## src/rtl/mem_xfer_pkg.sv

```systemverilog
// Shared types and helpers for the load/store memory transfer sequencer.
package mem_xfer_pkg;

  typedef enum logic [3:0] {
    IDLE,
    ADDR,
    MAR,
    DSEL,
    MDRW,
    WWAIT,
    RWAIT,
    MDRR,
    DRIVE,
    WB,
    DONE,
    FAIL
  } state_e;

  localparam logic [3:0] OPC_LOAD_DEF  = 4'b0011;
  localparam logic [3:0] OPC_STORE_DEF = 4'b0100;

  // Widest register file the one-hot helper can describe.
  localparam int unsigned MAX_REGS = 32;

  // Scalar control strobes, registered together in the sequencer.
  typedef struct packed {
    logic busy;
    logic done;
    logic err;
    logic mem_en;
    logic rw;
    logic mar_in;
    logic mdr_wr;
    logic mdr_rd;
    logic mdr_out;
    logic pc_inc;
  } ctrl_t;

  // Register index k selects one-hot bit nregs-1-k (register 0 is the MSB).
  function automatic logic [MAX_REGS-1:0] reg_onehot(input int unsigned index,
                                                      input int unsigned nregs);
    logic [MAX_REGS-1:0] one;
    one = {{(MAX_REGS-1){1'b0}}, 1'b1};
    if ((index < nregs) && (nregs <= MAX_REGS)) begin
      return one << (nregs - 1 - index);
    end
    return '0;
  endfunction

endpackage

```

## src/rtl/mem_wait_timer.sv

```systemverilog
// Counts MFC-low cycles while the sequencer waits on memory; flags the last allowed cycle.
module mem_wait_timer
  import mem_xfer_pkg::*;
#(
  parameter int unsigned MFC_TIMEOUT = 15
) (
  input  logic clk,
  input  logic rst,
  input  logic clear,
  input  logic count_en,
  input  logic MFC,
  output logic expired
);

  localparam int unsigned CW = $clog2(MFC_TIMEOUT + 1);
  localparam logic [CW-1:0] LAST = CW'(MFC_TIMEOUT - 1);

  logic [CW-1:0] count_q;
  logic [CW-1:0] count_d;

  assign expired = (count_q == LAST);

  // Clear outside wait states, advance on each MFC-low wait cycle, hold once expired.
  always_comb begin
    count_d = count_q;
    if (clear) begin
      count_d = '0;
    end else if (count_en && !MFC && !expired) begin
      count_d = count_q + CW'(1);
    end
  end

  // Counter register.
  always_ff @(posedge clk) begin
    if (rst) begin
      count_q <= '0;
    end else begin
      count_q <= count_d;
    end
  end

endmodule

```

## src/rtl/mem_xfer_fsm.sv

```systemverilog
// Load/store sequencer: steps register file, MAR, MDR and memory through one transfer
// per accepted start, with MFC timeout and invalid-register error reporting.
module mem_xfer_fsm
  import mem_xfer_pkg::*;
#(
  parameter int unsigned INSTR_W     = 16,
  parameter int unsigned NREGS       = 6,
  parameter logic [3:0]  OPC_LOAD    = OPC_LOAD_DEF,
  parameter logic [3:0]  OPC_STORE   = OPC_STORE_DEF,
  parameter int unsigned MFC_TIMEOUT = 15
) (
  input  logic               clk,
  input  logic               rst,
  input  logic               start,
  input  logic [INSTR_W-1:0] instruction,
  input  logic               MFC,
  output logic               busy,
  output logic               done,
  output logic               err,
  output logic               memEN,
  output logic               RW,
  output logic               marIn,
  output logic               mdrWriteEN,
  output logic               mdrReadEN,
  output logic               mdrOut,
  output logic               pcInc,
  output logic [NREGS-1:0]   rxOut,
  output logic [NREGS-1:0]   rxIn
);

  localparam int unsigned PW    = (INSTR_W - 4) / 2;
  localparam int unsigned P1_HI = INSTR_W - 5;
  localparam int unsigned P2_HI = INSTR_W - 5 - PW;

  state_e             state_q, state_d;
  logic [INSTR_W-1:0] instr_q, instr_d;
  ctrl_t              ctrl_q, ctrl_d;
  logic [NREGS-1:0]   rx_out_q, rx_out_d;
  logic [NREGS-1:0]   rx_in_q, rx_in_d;

  logic [3:0]    opc_in;
  logic [PW-1:0] p1_in, p2_in;
  logic          ls_in, regs_ok;
  logic [3:0]    opc_q;
  logic [NREGS-1:0] sel_p1, sel_p2;
  logic          in_wait, timer_expired;

  assign opc_in  = instruction[INSTR_W-1 -: 4];
  assign p1_in   = instruction[P1_HI -: PW];
  assign p2_in   = instruction[P2_HI -: PW];
  assign ls_in   = (opc_in == OPC_LOAD) || (opc_in == OPC_STORE);
  assign regs_ok = (32'(p1_in) < NREGS) && (32'(p2_in) < NREGS);
  assign opc_q   = instr_q[INSTR_W-1 -: 4];

  // Selects follow the next latched instruction so they register alongside the state.
  assign sel_p1 = NREGS'(reg_onehot(32'(instr_d[P1_HI -: PW]), NREGS));
  assign sel_p2 = NREGS'(reg_onehot(32'(instr_d[P2_HI -: PW]), NREGS));

  assign in_wait = (state_q == WWAIT) || (state_q == RWAIT);

  mem_wait_timer #(
    .MFC_TIMEOUT(MFC_TIMEOUT)
  ) u_timer (
    .clk     (clk),
    .rst     (rst),
    .clear   (!in_wait),
    .count_en(in_wait),
    .MFC     (MFC),
    .expired (timer_expired)
  );

  // Next-state and instruction latch.
  always_comb begin
    state_d = state_q;
    instr_d = instr_q;
    unique case (state_q)
      IDLE: begin
        if (start && ls_in) begin
          if (!regs_ok) begin
            state_d = FAIL;
          end else begin
            instr_d = instruction;
            state_d = ADDR;
          end
        end
      end
      ADDR:  state_d = MAR;
      MAR:   state_d = (opc_q == OPC_STORE) ? DSEL : RWAIT;
      DSEL:  state_d = MDRW;
      MDRW:  state_d = WWAIT;
      WWAIT: begin
        if (MFC) begin
          state_d = DONE;
        end else if (timer_expired) begin
          state_d = FAIL;
        end
      end
      RWAIT: begin
        if (MFC) begin
          state_d = MDRR;
        end else if (timer_expired) begin
          state_d = FAIL;
        end
      end
      MDRR:  state_d = DRIVE;
      DRIVE: state_d = WB;
      WB:    state_d = DONE;
      DONE:  state_d = IDLE;
      FAIL:  state_d = IDLE;
      default: state_d = IDLE;
    endcase
  end

  // Moore outputs decoded from the next state, registered so they line up with state_q.
  always_comb begin
    ctrl_d      = '0;
    rx_out_d    = '0;
    rx_in_d     = '0;
    ctrl_d.busy = (state_d != IDLE);
    unique case (state_d)
      ADDR: begin
        rx_out_d      = sel_p2;
        ctrl_d.pc_inc = 1'b1;
      end
      MAR: begin
        rx_out_d      = sel_p2;
        ctrl_d.mar_in = 1'b1;
      end
      DSEL: rx_out_d = sel_p1;
      MDRW: begin
        rx_out_d      = sel_p1;
        ctrl_d.mdr_wr = 1'b1;
      end
      WWAIT: ctrl_d.mem_en = 1'b1;
      RWAIT: begin
        ctrl_d.mem_en = 1'b1;
        ctrl_d.rw     = 1'b1;
      end
      MDRR: begin
        ctrl_d.mem_en = 1'b1;
        ctrl_d.rw     = 1'b1;
        ctrl_d.mdr_rd = 1'b1;
      end
      DRIVE: begin
        ctrl_d.mdr_out = 1'b1;
        ctrl_d.rw      = 1'b1;
      end
      WB: begin
        ctrl_d.mdr_out = 1'b1;
        ctrl_d.rw      = 1'b1;
        rx_in_d        = sel_p1;
      end
      DONE: ctrl_d.done = 1'b1;
      FAIL: begin
        ctrl_d.done = 1'b1;
        ctrl_d.err  = 1'b1;
      end
      default: ;
    endcase
  end

  // State, latched instruction and registered outputs.
  always_ff @(posedge clk) begin
    if (rst) begin
      state_q  <= IDLE;
      instr_q  <= '0;
      ctrl_q   <= '0;
      rx_out_q <= '0;
      rx_in_q  <= '0;
    end else begin
      state_q  <= state_d;
      instr_q  <= instr_d;
      ctrl_q   <= ctrl_d;
      rx_out_q <= rx_out_d;
      rx_in_q  <= rx_in_d;
    end
  end

  assign busy       = ctrl_q.busy;
  assign done       = ctrl_q.done;
  assign err        = ctrl_q.err;
  assign memEN      = ctrl_q.mem_en;
  assign RW         = ctrl_q.rw;
  assign marIn      = ctrl_q.mar_in;
  assign mdrWriteEN = ctrl_q.mdr_wr;
  assign mdrReadEN  = ctrl_q.mdr_rd;
  assign mdrOut     = ctrl_q.mdr_out;
  assign pcInc      = ctrl_q.pc_inc;
  assign rxOut      = rx_out_q;
  assign rxIn       = rx_in_q;

endmodule

```

## config.mk

```make
export PLATFORM = sky130hd
export DESIGN_NAME = mem_xfer_fsm
export DESIGN_NICKNAME = d
export VERILOG_FILES = /design/src/rtl/mem_xfer_pkg.sv /design/src/rtl/mem_wait_timer.sv /design/src/rtl/mem_xfer_fsm.sv
export SDC_FILE = /design/constraint.sdc
export NUM_CORES = 1
export LEC_CHECK = 0
export ABC_CLOCK_PERIOD_IN_PS = 2400
export BUFFER_PORTS_ARGS = -buffer_cell sky130_fd_sc_hd__buf_2
export CAP_MARGIN = 20
export CORE_MARGIN = 4
export CORE_UTILIZATION = 30
export DETAILED_ROUTE_END_ITERATION = 6
export PLACE_DENSITY = 0.59
export SLEW_MARGIN = 20
export SYNTH_ARGS = -nofsm -noshare
export SYNTH_HDL_FRONTEND = slang
export SYNTH_SLANG_ARGS = --single-unit
```

## constraint.sdc

```tcl
create_clock -name clk -period 2.4 [get_ports clk]
set_input_delay 0.12 -clock clk [delete_from_list [all_inputs] [get_ports clk]]
set_output_delay 0.12 -clock clk [all_outputs]
set_load 0.005 [all_outputs]
```

==> reports/qor.txt <==
status = completed
internal power = 1.51 mW
layout cells sized above 1 = 29.9%
Yosys reg bits = 46
Final min period = 2.26 ns
Leak = 1.05 nW
Max-cap violations = 0
Combinational Power Share = 34.5%
CP max FO = 5
number of global-route vias before repair = 1382
most instantiated cells after synthesis = dfxtp_1, nor2_1, nand2_1
diode count = 0
final hold viol count = 0
sequential area share after synthesis = 46.1%
1st-iter DRT viols = 136
Total Die Area = 8030 um^2
Largest stage delay, worst path = 0.40 ns
Worst Path Required = 2.65 ns
Vert. Die Dim = 89.6 um
Die X = 89.6 um
GRT Util Overall = 11.2%
Synth Warn # = 0
Placement Cell Area = 2350 um^2
met1 global-route usage = 15.7%
Reg clk slew, reported paths = 0.09 ns
clk_lat worst skew = 0.30 ns
CTS tree = done
vias per std cell = 4.76
Final Skew = 0.00801 ns
Net Sw Frac = 32.3%
Clock Path Buffers = 2
I/O Buffers = 41
Crit. End Element = flip-flop
Post-CTS Setup Inserts = 0
Site Rows = 29
DR pass1 iterations = 6
post-route ant nets = 0
total chip power = 2.23 mW
top-count cell post-synth = dfxtp_1
final std cells w/o fill = 338
Mean Syn Cell Area = 9.61 um^2
path category of the worst min-delay check = primary input to flip-flop
Post-Syn Area = 2000 um^2
wire per inst = 12.7 um
Placed Cells = 330
Area contributors post-synth = dfxtp_1, nor2_1, mux2i_1
HPWL Detailed = 3250 um
async set-or-reset flop fraction in the synthesized netlist = 0%
CTS buffer count = 5
Peak VDD IR = 0.000289 V
post-synth top area cell = dfxtp_1
htree depth = 2
EDFF count, synth = 0
clock power share = 26.2%
Synth cell types = 50
fmax = 442 MHz
critical path buffer and inverter count = 1
CP Cell Sequence = inv_1 > ha_1 > a31o_2 > a221o_1 > nor3_1 > a21oi_1 > nor3b_2 > a22o_1
Critical Path AT = 2.51 ns
Layout area overhead = 23.8%
fin crit share = 94.3%
RSZ-0062 raised after global routing = false
met2 Usage GRT = 16.0%
nets = 282
met3 usage = 4.01%
first-pass GRT wire length = 6840 um
gpl congestion = 0.726
Slew @ Worst Pin = 0.590 ns
Core Box Area = 6420 um^2
DRT Wirelength = 4290 um
PD cells = 900 nW/um^2
clock sink count = 46
Cells after Synth = 208
CP Launch Type = flip-flop
via count = 1609
Switching Power = 0.720 mW
crit-path leading delay family = compound AO/OA/AOI/OAI gates
max_slew headroom = 59.6%
TNS Setup = 0 ns
most common flop cell mapped by yosys = dfxtp_1
crit path kind = flip-flop to flip-flop
Slew Limit Fails = 0
antenna violations before repair = 0
critical path's slowest cell = dfxtp_1
I/O pins = 42
largest net degree at the start of global routing = 26
Final Instance Area = 2470 um^2
Initial Util = 31.1%
DRC = 0
Root Driver = clkbuf_8
GR Overflow Total = 0
Synth top area share = 46.1%
Mapped Nets = 230
GRT busiest layer = met2
final setup violation count = 0
sequential share of power = 39.3%
tightest hold or removal path, stage by stage:
cell	delay [ns]
buf_2	0.09
mux2i_1	0.06
nor2_1	0.08
flip-flops by register name, indices dropped and copies added (netlist names):
signal and flops:
state_q 4, instr_q 16, mdrOut 1, done 1, marIn 1, memEN 1, u_timer.count_q 4, err 1
RW 1, mdrReadEN 1, busy 1, pcInc 1, rxOut 6, mdrWriteEN 1, rxIn 6
cell type report:
| type | count | area, um^2 |
|---|---|---|
| flip-flops and latches | 46 | 921 |
| repair buffers | 52 | 288 |
| fillers | 641 | 3950 |
| multi-input cells | 148 | 1030 |
| clock buffers | 5 | 68.8 |
| clock inverters | 3 | 43.8 |
| well taps | 77 | 96.3 |
| inverters | 7 | 26.3 |
logic make-up after synthesis:
kind of cell / after synthesis / share of synthesized area [%]
flops: 46 / 46.1
simple gates: 92 / 25.9
mux: 10 / 5.13
buf+inv: 14 / 2.88
fa+ha+maj: 2 / 1.25
xor+xnor: 8 / 3.51
compound gates: 36 / 15.2
cells in the final DEF (no fill, tap or decap), types with 2 or more instances in the layout:
master    netlist  final
nor2_1         29     29
and2_1          9      9
mux2i_1         8      8
inv_1           7      7
a31o_2          2      2
a21oi_1         9      9
o21ai_0         3      2
a22o_1          4      4
a211oi_1        3      3
nor2b_1         6      6
nand2b_1        6      6
xnor2_1         3      3
a32o_1          2      2
clkbuf_8        0      5
nor4_1          2      2
or2_2           2      2
buf_4           0     11
mux2_2          2      2
xor2_1          5      5
and3_1          2      2
ha_1            2      2
buf_2           4     41
nand2_1        10     10
or3_1           3      3
a31oi_1         2      2
dfxtp_1        46     46
nor3b_1         6      5
nor3_1          5      4
nor3_2          1      2
routing by layer:
layer | wire length [um] | part of all wire [%]
met5 | 0 | 0
met1 | 2210 | 52
met3 | 159 | 3.7
met2 | 1910 | 45
met4 | 0 | 0
power by group through the flow:
| stage | Sequential (mW) | Combinational, mW | Clock, mW |
|---|---|---|---|
| after CTS | 0.876 | 0.758 | 0.593 |
| after detailed placement | 0.893 | 0.756 | 0 |
| after global placement | 0.892 | 0.752 | 0 |
| after global routing | 0.885 | 0.844 | 0.637 |
| after floorplan | 0.892 | 0.516 | 0 |
| final | 0.875 | 0.769 | 0.584 |
path summary, 6_finish.rpt:
check	startpoint	end	slack (ns)	cells past startpoint
worst max-delay path	u_timer.count_q[0]$_SDFFE_PP0P_	rxOut[0]$_SDFF_PP0_	0.14	8
worst min-delay path	instruction[14]	instr_q[14]$_SDFFE_PP0P_	0.08	3
worst min register to register	instr_q[11]$_SDFF_PP0_	instr_q[11]$_SDFF_PP0_	0.46	1
worst max register to register	u_timer.count_q[0]$_SDFFE_PP0P_	rxOut[0]$_SDFF_PP0_	0.14	8
stage by stage:
step           util, %  setup WS, ns  hold WS (ns)
3_3_place_gp      36.6         0.139         0.390
2_1_floorplan        -         0.225         0.199
4_1_cts           38.4        0.0169        0.0801
6_report          38.5         0.137        0.0847
3_5_place_dp      36.6        0.0390         0.400
5_1_grt           38.5       0.00826        0.0892
timing repair:
| item | 4_1_cts | 5_1_grt |
|---|---|---|
| endpoints found under the setup margin | 0 | 7 |
| hold buffers | 0 | 0 |
| resized for setup | 0 | 3 |
Power figures use the tool's default switching activity.
